--- config.mk ---
export PLATFORM = sky130hd
export DESIGN_NAME = display_scan_ctl_flat
export DESIGN_NICKNAME = d
export VERILOG_FILES = /design/src/rtl/display_scan_ctl_if.sv /design/src/rtl/display_scan_ctl.sv /design/src/flat_wrapper.sv
export SDC_FILE = /design/constraint.sdc
export NUM_CORES = 1
export LEC_CHECK = 0
export ABC_AREA = 1
export CORE_MARGIN = 2
export CORE_UTILIZATION = 60
export CTS_BUF_LIST = sky130_fd_sc_hd__clkbuf_8
export DETAILED_ROUTE_END_ITERATION = 12
export PLACE_DENSITY = 0.93
export SLEW_MARGIN = 25
export SYNTH_ARGS = -nofsm -noshare
export SYNTH_HDL_FRONTEND = slang
export SYNTH_SLANG_ARGS = --single-unit
--- constraint.sdc ---
create_clock -name clk -period 2.84 [get_ports clk]
set_input_delay 0.71 -clock clk [delete_from_list [all_inputs] [get_ports clk]]
set_output_delay 0.71 -clock clk [all_outputs]
set_load 0.01 [all_outputs]
--- src/rtl/display_scan_ctl_if.sv ---
// Scan-controller port bundle: panel-side inputs (enable, live counts, alert)
// and the digit-mux / anode outputs that the controller produces.
interface display_scan_ctl_if;
   logic       en;
   logic [3:0] occ;
   logic [3:0] liv;
   logic       alert;
   logic [1:0] ctl;
   logic [3:0] an;
   logic [3:0] occ_hold;
   logic [3:0] liv_hold;
   logic       frame_done;

   modport master (
      input  en, occ, liv, alert,
      output ctl, an, occ_hold, liv_hold, frame_done
   );

   modport slave (
      output en, occ, liv, alert,
      input  ctl, an, occ_hold, liv_hold, frame_done
   );
endinterface

--- src/rtl/display_scan_ctl.sv ---
// 4-digit seven-segment scan controller with blanking gaps and per-frame count snapshots; DISPLAY_SCAN_BLINK_EN adds alert blinking.
// Latency: first anode lit 1 cycle after en is sampled high; all outputs registered.
// Backpressure: none; en low returns to IDLE (anodes off) on the next edge.
module display_scan_ctl #(
   parameter int DIV         = 50000,
   parameter int BLANK       = 2,
   parameter int BLINK_SHIFT = 5
) (
   input logic                clk,
   input logic                rst,
   display_scan_ctl_if.master bus
);
   localparam int MAXC = (DIV > BLANK) ? DIV : BLANK;
   // The counter only ever reaches MAXC-1, so $clog2(MAXC) bits suffice.
   localparam int CW = (MAXC > 1) ? $clog2(MAXC) : 1;
   localparam logic [CW-1:0] DIV_LAST = CW'(DIV - 1);
   localparam logic [CW-1:0] GAP_LAST = CW'((BLANK > 0) ? BLANK - 1 : 0);

   typedef enum logic [1:0] {IDLE, ON, GAP} state_t;

   state_t        state, state_n;
   logic [CW-1:0] cnt, cnt_n;
   logic [1:0]    ctl_q, ctl_n;
   logic [3:0]    an_q, an_n;
   logic [3:0]    occ_q, occ_n;
   logic [3:0]    liv_q, liv_n;
   logic          fd_q, fd_n;
   logic          frame_start;
   logic          lit;

`ifdef DISPLAY_SCAN_BLINK_EN
   logic [BLINK_SHIFT:0] blink_cnt, blink_cnt_n;
   logic                 blink_off, blink_off_n;

   always_ff @(posedge clk) begin
      if (rst) begin
         blink_cnt <= '0;
         blink_off <= 1'b0;
      end else begin
         blink_cnt <= blink_cnt_n;
         blink_off <= blink_off_n;
      end
   end
`else
   logic unused_blink;
   assign unused_blink = bus.alert & (BLINK_SHIFT >= 0);
`endif

   always_ff @(posedge clk) begin
      if (rst) begin
         state <= IDLE;
         cnt   <= '0;
         ctl_q <= 2'd0;
         an_q  <= 4'b1111;
         occ_q <= 4'd0;
         liv_q <= 4'd0;
         fd_q  <= 1'b0;
      end else begin
         state <= state_n;
         cnt   <= cnt_n;
         ctl_q <= ctl_n;
         an_q  <= an_n;
         occ_q <= occ_n;
         liv_q <= liv_n;
         fd_q  <= fd_n;
      end
   end

   always_comb begin
      state_n     = state;
      cnt_n       = cnt;
      ctl_n       = ctl_q;
      frame_start = 1'b0;
      lit         = 1'b1;

      case (state)
         IDLE: begin
            if (bus.en) begin
               state_n     = ON;
               cnt_n       = '0;
               ctl_n       = 2'd0;
               frame_start = 1'b1;
            end
         end
         ON: begin
            if (cnt == DIV_LAST) begin
               cnt_n = '0;
               if (BLANK > 0) begin
                  state_n = GAP;
               end else begin
                  ctl_n       = ctl_q + 2'd1;
                  frame_start = (ctl_q == 2'd3);
               end
            end else begin
               cnt_n = cnt + 1'b1;
            end
         end
         GAP: begin
            if (cnt == GAP_LAST) begin
               cnt_n       = '0;
               state_n     = ON;
               ctl_n       = ctl_q + 2'd1;
               frame_start = (ctl_q == 2'd3);
            end else begin
               cnt_n = cnt + 1'b1;
            end
         end
         default: state_n = IDLE;
      endcase

      if (!bus.en) begin
         state_n     = IDLE;
         cnt_n       = '0;
         ctl_n       = 2'd0;
         frame_start = 1'b0;
      end

`ifdef DISPLAY_SCAN_BLINK_EN
      // Phase for the new frame is bit BLINK_SHIFT of the frames-under-alert count.
      blink_cnt_n = blink_cnt;
      blink_off_n = blink_off;
      if (frame_start) begin
         if (bus.alert) begin
            blink_cnt_n = blink_cnt + 1'b1;
            blink_off_n = blink_cnt[BLINK_SHIFT];
         end else begin
            blink_cnt_n = '0;
            blink_off_n = 1'b0;
         end
      end
      lit = !blink_off_n;
`endif

      occ_n = frame_start ? bus.occ : occ_q;
      liv_n = frame_start ? bus.liv : liv_q;
      fd_n  = frame_start;
      an_n  = (state_n == ON && lit) ? ~(4'b0001 << ctl_n) : 4'b1111;
   end

   assign bus.ctl        = ctl_q;
   assign bus.an         = an_q;
   assign bus.occ_hold   = occ_q;
   assign bus.liv_hold   = liv_q;
   assign bus.frame_done = fd_q;
endmodule

--- src/flat_wrapper.sv ---
// flat-port wrapper written by rule: the top's interface ports become plain ports
module display_scan_ctl_flat 
#(
   parameter int DIV         = 50000,
   parameter int BLANK       = 2,
   parameter int BLINK_SHIFT = 5
)
  (clk, rst, bus_en, bus_occ, bus_liv, bus_alert, bus_ctl, bus_an, bus_occ_hold, bus_liv_hold, bus_frame_done);
  display_scan_ctl_if bus_i ();
  input logic clk;
  input logic rst;
  input wire logic [$bits(bus_i.en)-1:0] bus_en;
  input wire logic [$bits(bus_i.occ)-1:0] bus_occ;
  input wire logic [$bits(bus_i.liv)-1:0] bus_liv;
  input wire logic [$bits(bus_i.alert)-1:0] bus_alert;
  output wire logic [$bits(bus_i.ctl)-1:0] bus_ctl;
  output wire logic [$bits(bus_i.an)-1:0] bus_an;
  output wire logic [$bits(bus_i.occ_hold)-1:0] bus_occ_hold;
  output wire logic [$bits(bus_i.liv_hold)-1:0] bus_liv_hold;
  output wire logic [$bits(bus_i.frame_done)-1:0] bus_frame_done;
  assign bus_i.en = bus_en;
  assign bus_i.occ = bus_occ;
  assign bus_i.liv = bus_liv;
  assign bus_i.alert = bus_alert;
  assign bus_ctl = bus_i.ctl;
  assign bus_an = bus_i.an;
  assign bus_occ_hold = bus_i.occ_hold;
  assign bus_liv_hold = bus_i.liv_hold;
  assign bus_frame_done = bus_i.frame_done;
  display_scan_ctl #(.DIV(DIV), .BLANK(BLANK), .BLINK_SHIFT(BLINK_SHIFT)) u_core (.clk(clk), .rst(rst), .bus(bus_i));
endmodule
Word level (Yosys, flattened, before mapping)
Cells that the tools add are included.
W data, S select, Z words.
{ "word_totals": {"inputBits": 12, "word_cells": 36, "register_bits": 33, "output_inout_bits": 15} }
{ "op_classes": {"add_sub_neg": 2, "shifts": 1, "eq_ne": 6, "muxes": 13, "n_reduce_logical": 4, "n_bitwise": 3} }
{ "op_table": {"columns": ["cell", "n"], "rows": [
  ["$pmux W16 S3", 1],
  ["$mux W16", 2],
  ["$add A16 B1 Y16 const B", 1],
  ["$eq A16 B1 Y1 const B", 1],
  ["$eq A16 B16 Y1 const B", 1],
  ["$mux W2", 5],
  ["$pmux W2 S3", 1],
  ["$eq A2 B1 Y1 const B", 2],
  ["$eq A2 B2 Y1 const B", 2],
  ["$not A4 Y4", 1],
  ["$pmux W2 S2", 1],
  ["$reduce_or A2 Y1", 2],
  ["$shl A1 B2 Y4 const A", 1],
  ["$reduce_bool A3 Y1", 1],
  ["$add A2 B1 Y2 const B", 1],
  ["$logic_not A2 Y1", 1],
  ["$mux W1", 2],
  ["$not A1 Y1", 2],
  ["$pmux W1 S2", 1]
]} }

Longest topological paths before layout
{ "depth": {"depth_word": 7, "ltp_mapped": 13, "mapped_depth_nobuf": 11} }

Worst setup path after synthesis
No wires, ideal clock.
{ "synth_timing": {"path_type": "input port to flip-flop", "start": "input bus_en", "end": "register u_core.an_q[0] (netlist: u_core.bus.an[0])", "setup_ns": 0.123, "n_path_buf": 0, "setup_slack_ns": 1.249, "cell_stages": 7, "t_required_ns": 2.717, "arrival_ns": 1.468, "cell_sequence": "inv_1 > nor2_1 > inv_1 > nor2_1 > nand2_1 > nor2_1 > nand2_1"} }
{ "synth_between": {"elab_chain_cells": 4, "elab_cells_between_ends": 7, "cone_classes": "1 x eq/ne; 1 x shift; 2 x mux; 2 x bitwise; 1 x reduce/logical"} }
{ "synth_lines": {"columns": ["item", "line", "rtl"], "rows": [
  ["start, declared", "flat_wrapper.sv:12", "input wire logic [$bits(bus_i.en)-1:0] bus_en;"],
  ["$mux W2", "display_scan_ctl.sv:111", "if (!bus.en) begin"],
  ["$eq A2 B1 Y1", "display_scan_ctl.sv:137", "an_n = (state_n == ON && lit) ? ~(4'b0001 << ctl_n) : 4'b1111;"],
  ["$not A1 Y1 (no line)", null, null],
  ["$reduce_or A2 Y1 (no line)", null, null],
  ["end signal, assigned", "display_scan_ctl.sv:62", "an_q <= an_n;"],
  ["end, declared", "display_scan_ctl.sv:24", "logic [3:0] an_q, an_n;"]
]} }
Several ways; a longest one is shown, not always the timed one.
A chain may end at the register's enable or synchronous reset.

Worst setup path in the final report
{ "layout_timing": {"start": "input bus_en", "end": "register u_core.an_q[2] (netlist: u_core.bus.an[2])"} }
The elaborated chain is that of the path after synthesis.

==> out/qor.yml <==
final_layout_size_suffix_gt1_frac: 0.124
status: "complete, no violations"
relSlewSlack: 0.715
core_area_mm2: 0.00298
path_clk_slew_ns: 0.07
worstHoldPathType: "reg2reg"
ys_ff_latch: 33
grt_max_degree: 14
cp_slowest_cell: "clkdlybuf4s50_1"
drc: 0
worst_pin_slew_ns: 0.428
final_nets: 317
clk_latency_ns: 0.29
synth_cell_type_count: 23
skew_ns: 0.00476
path_cells: "clkdlybuf4s50_1 -> inv_1 -> nor2_1 -> inv_1 -> nor2_1 -> nand2_1 -> nor2_1 -> nand2_1"
fillers: 217
numCtsBuffers: 5
die_y_um: 59.5
fmax_mhz: 490
start_util: 0.620
overflow: 0
synth_cells: 268
fin_setup_tns_ns: 0
cts_tree: "done"
final_common_cell: "nand2_1"
post-dp-hpwl_um: 2920
cts-root-buf: "clkbuf_8"
cts_max_path_buffers: 2
finalSetupViolations: 0
syn_to_final_growth_pct: 20.5
layout_common_cells: "nand2_1, nor2_1, dfxtp_1"
vias_per_cell: 5.13
crit_path_max_fanout: 4
placementRows: 20
final_min_period_over_clock_period: 0.719
cts_resized: 0
fin_util: 0.747
fp.dieW_um: 59.5
slowest_delay_ns: 0.49
drv_slew: 0
hold_buffers: 0
grt_pass1_vias: 1472
crit_required_ns: 3.01
power_density_mw_per_mm2: 450
hold_violations: 0
wirelength_um: 3900
finalWeightedCongestion: 0.892
antenna_found_initial: 0
via_count: 1697
drtAntennaViolNets: 0
dr.pass1.iters: 4
yosysWarnings: 0
arrival_ns: 2.21
cp_common_cell: "nor2_1"
p_leak_nw: 0.967
seq_area_frac_synth: 0.358
rsz0062_at_grt: "false"
critPathKind: "in2reg"
dp_cells: 323
dieArea_mm2: 0.00354
cts_sinks: 33
post-cts-setup-buffers: 0
worst_ir_drop_vdd_mv: 0.402
syn_area_per_cell_um2: 6.89
wl_per_cell_um: 11.8
whs_ns: 0.463
synth_nets: 288
finalNonFillerCells: 331
htreeDepth: 2
grt_pass1_wl_um: 6310
period_needed_ns: 2.04
cp-end-kind: "flip-flop"
grtUsageTotal: 0.241
first_iter_violations: 53
cap_viol_max_count: 0
diodes: 0
crit_path_start_kind: "primary input"
port_buffers: 25
io_pins: 27
power_mw: 1.00
synth_area_mm2: 0.00185
## worst paths after layout
check                                             from                endpoint  slack [ns]  cells past startpoint
worst min register to register  u_core.bus.occ_hold[1]  u_core.bus.occ_hold[1]        0.46                      2
worst max register to register         u_core.state[1]           u_core.cnt[8]        1.08                      8
worst min-delay path            u_core.bus.occ_hold[1]  u_core.bus.occ_hold[1]        0.46                      2
worst max-delay path                            bus_en        u_core.bus.an[2]        0.80                      8
## cell type report
| class | count | area (um2) | share of cell area |
|---|---|---|---|
| Multi-Input combinational cell | 200 | 1030 | 0.462 |
| Clock inverter | 2 | 33.8 | 0.0152 |
| Timing Repair Buffer | 27 | 265 | 0.119 |
| Inverter | 30 | 113 | 0.0506 |
| Clock buffer | 6 | 82.6 | 0.0371 |
| Sequential cell | 33 | 661 | 0.297 |
| Tap cell | 33 | 41.3 | 0.0186 |
## cell usage after synthesis
cell type | count | area [um2]
nor2_2 | 14 | 87.6
xor2_1 | 6 | 52.6
nor3_1 | 2 | 10.0
buf_12 | 1 | 20.0
buf_6 | 1 | 11.3
xnor2_1 | 2 | 17.5
ha_1 | 8 | 100
nor2_4 | 4 | 45.0
a211oi_1 | 1 | 7.51
nand2_2 | 9 | 56.3
nor2_1 | 46 | 173
buf_2 | 2 | 10.0
clkbuf_1 | 1 | 3.75
a21oi_1 | 10 | 50.1
o21ai_0 | 1 | 5.00
nand4_1 | 4 | 25.0
nand3_1 | 27 | 135
dfxtp_1 | 33 | 661
nand2_4 | 1 | 11.3
nor2b_1 | 1 | 6.26
o22ai_1 | 2 | 12.5
nand2_1 | 62 | 233
inv_1 | 30 | 113
## critical path, delay by kind of cell
kind                   cells  cell delay, ns
buffers and inverters      3            0.68
AND/OR/NAND/NOR            5            0.80
## routing by layer
layer  global-route usage  share of wire  vias to the layer above
met5                    0              0                        -
met1                0.307           0.45                      772
li1                     -              -                      890
met3               0.0808          0.039                        8
met2                0.375           0.49                       27
met4               0.0909          0.019                        0
## kinds of logic after synthesis
| family | count (synthesis) | synth area share |
|---|---|---|
| buf+inv | 35 | 0.0854 |
| compound gates | 14 | 0.0407 |
| flops | 33 | 0.358 |
| simple gates | 170 | 0.424 |
| xor+xnor | 8 | 0.0380 |
| fa+ha+maj | 8 | 0.0542 |
## where the power goes
group | switching (mW) | total, mW | internal (mW) | leakage [nW]
registers | 0.00489 | 0.477 | 0.472 | 0.268
clock network | 0.167 | 0.449 | 0.282 | 0.0626
logic | 0.0359 | 0.0746 | 0.0388 | 0.637
## metrics by stage
stage	area [um2]	worst slack (ns)
CTS	2220	0.804
detailed placement	2110	0.508
global route	2220	0.660
floorplan	1850	1.25
global placement	2110	0.575
finish	2220	0.797
## state kept, by name (all words and copies together), names as in the netlist
signal and flops:
u_core.cnt 16, u_core.bus.an 4, u_core.bus.liv_hold 4, u_core.bus.occ_hold 4, u_core.bus.ctl 2, u_core.state 2
u_core.bus.frame_done 1
Note: power is estimated with default switching activity, not from simulation.
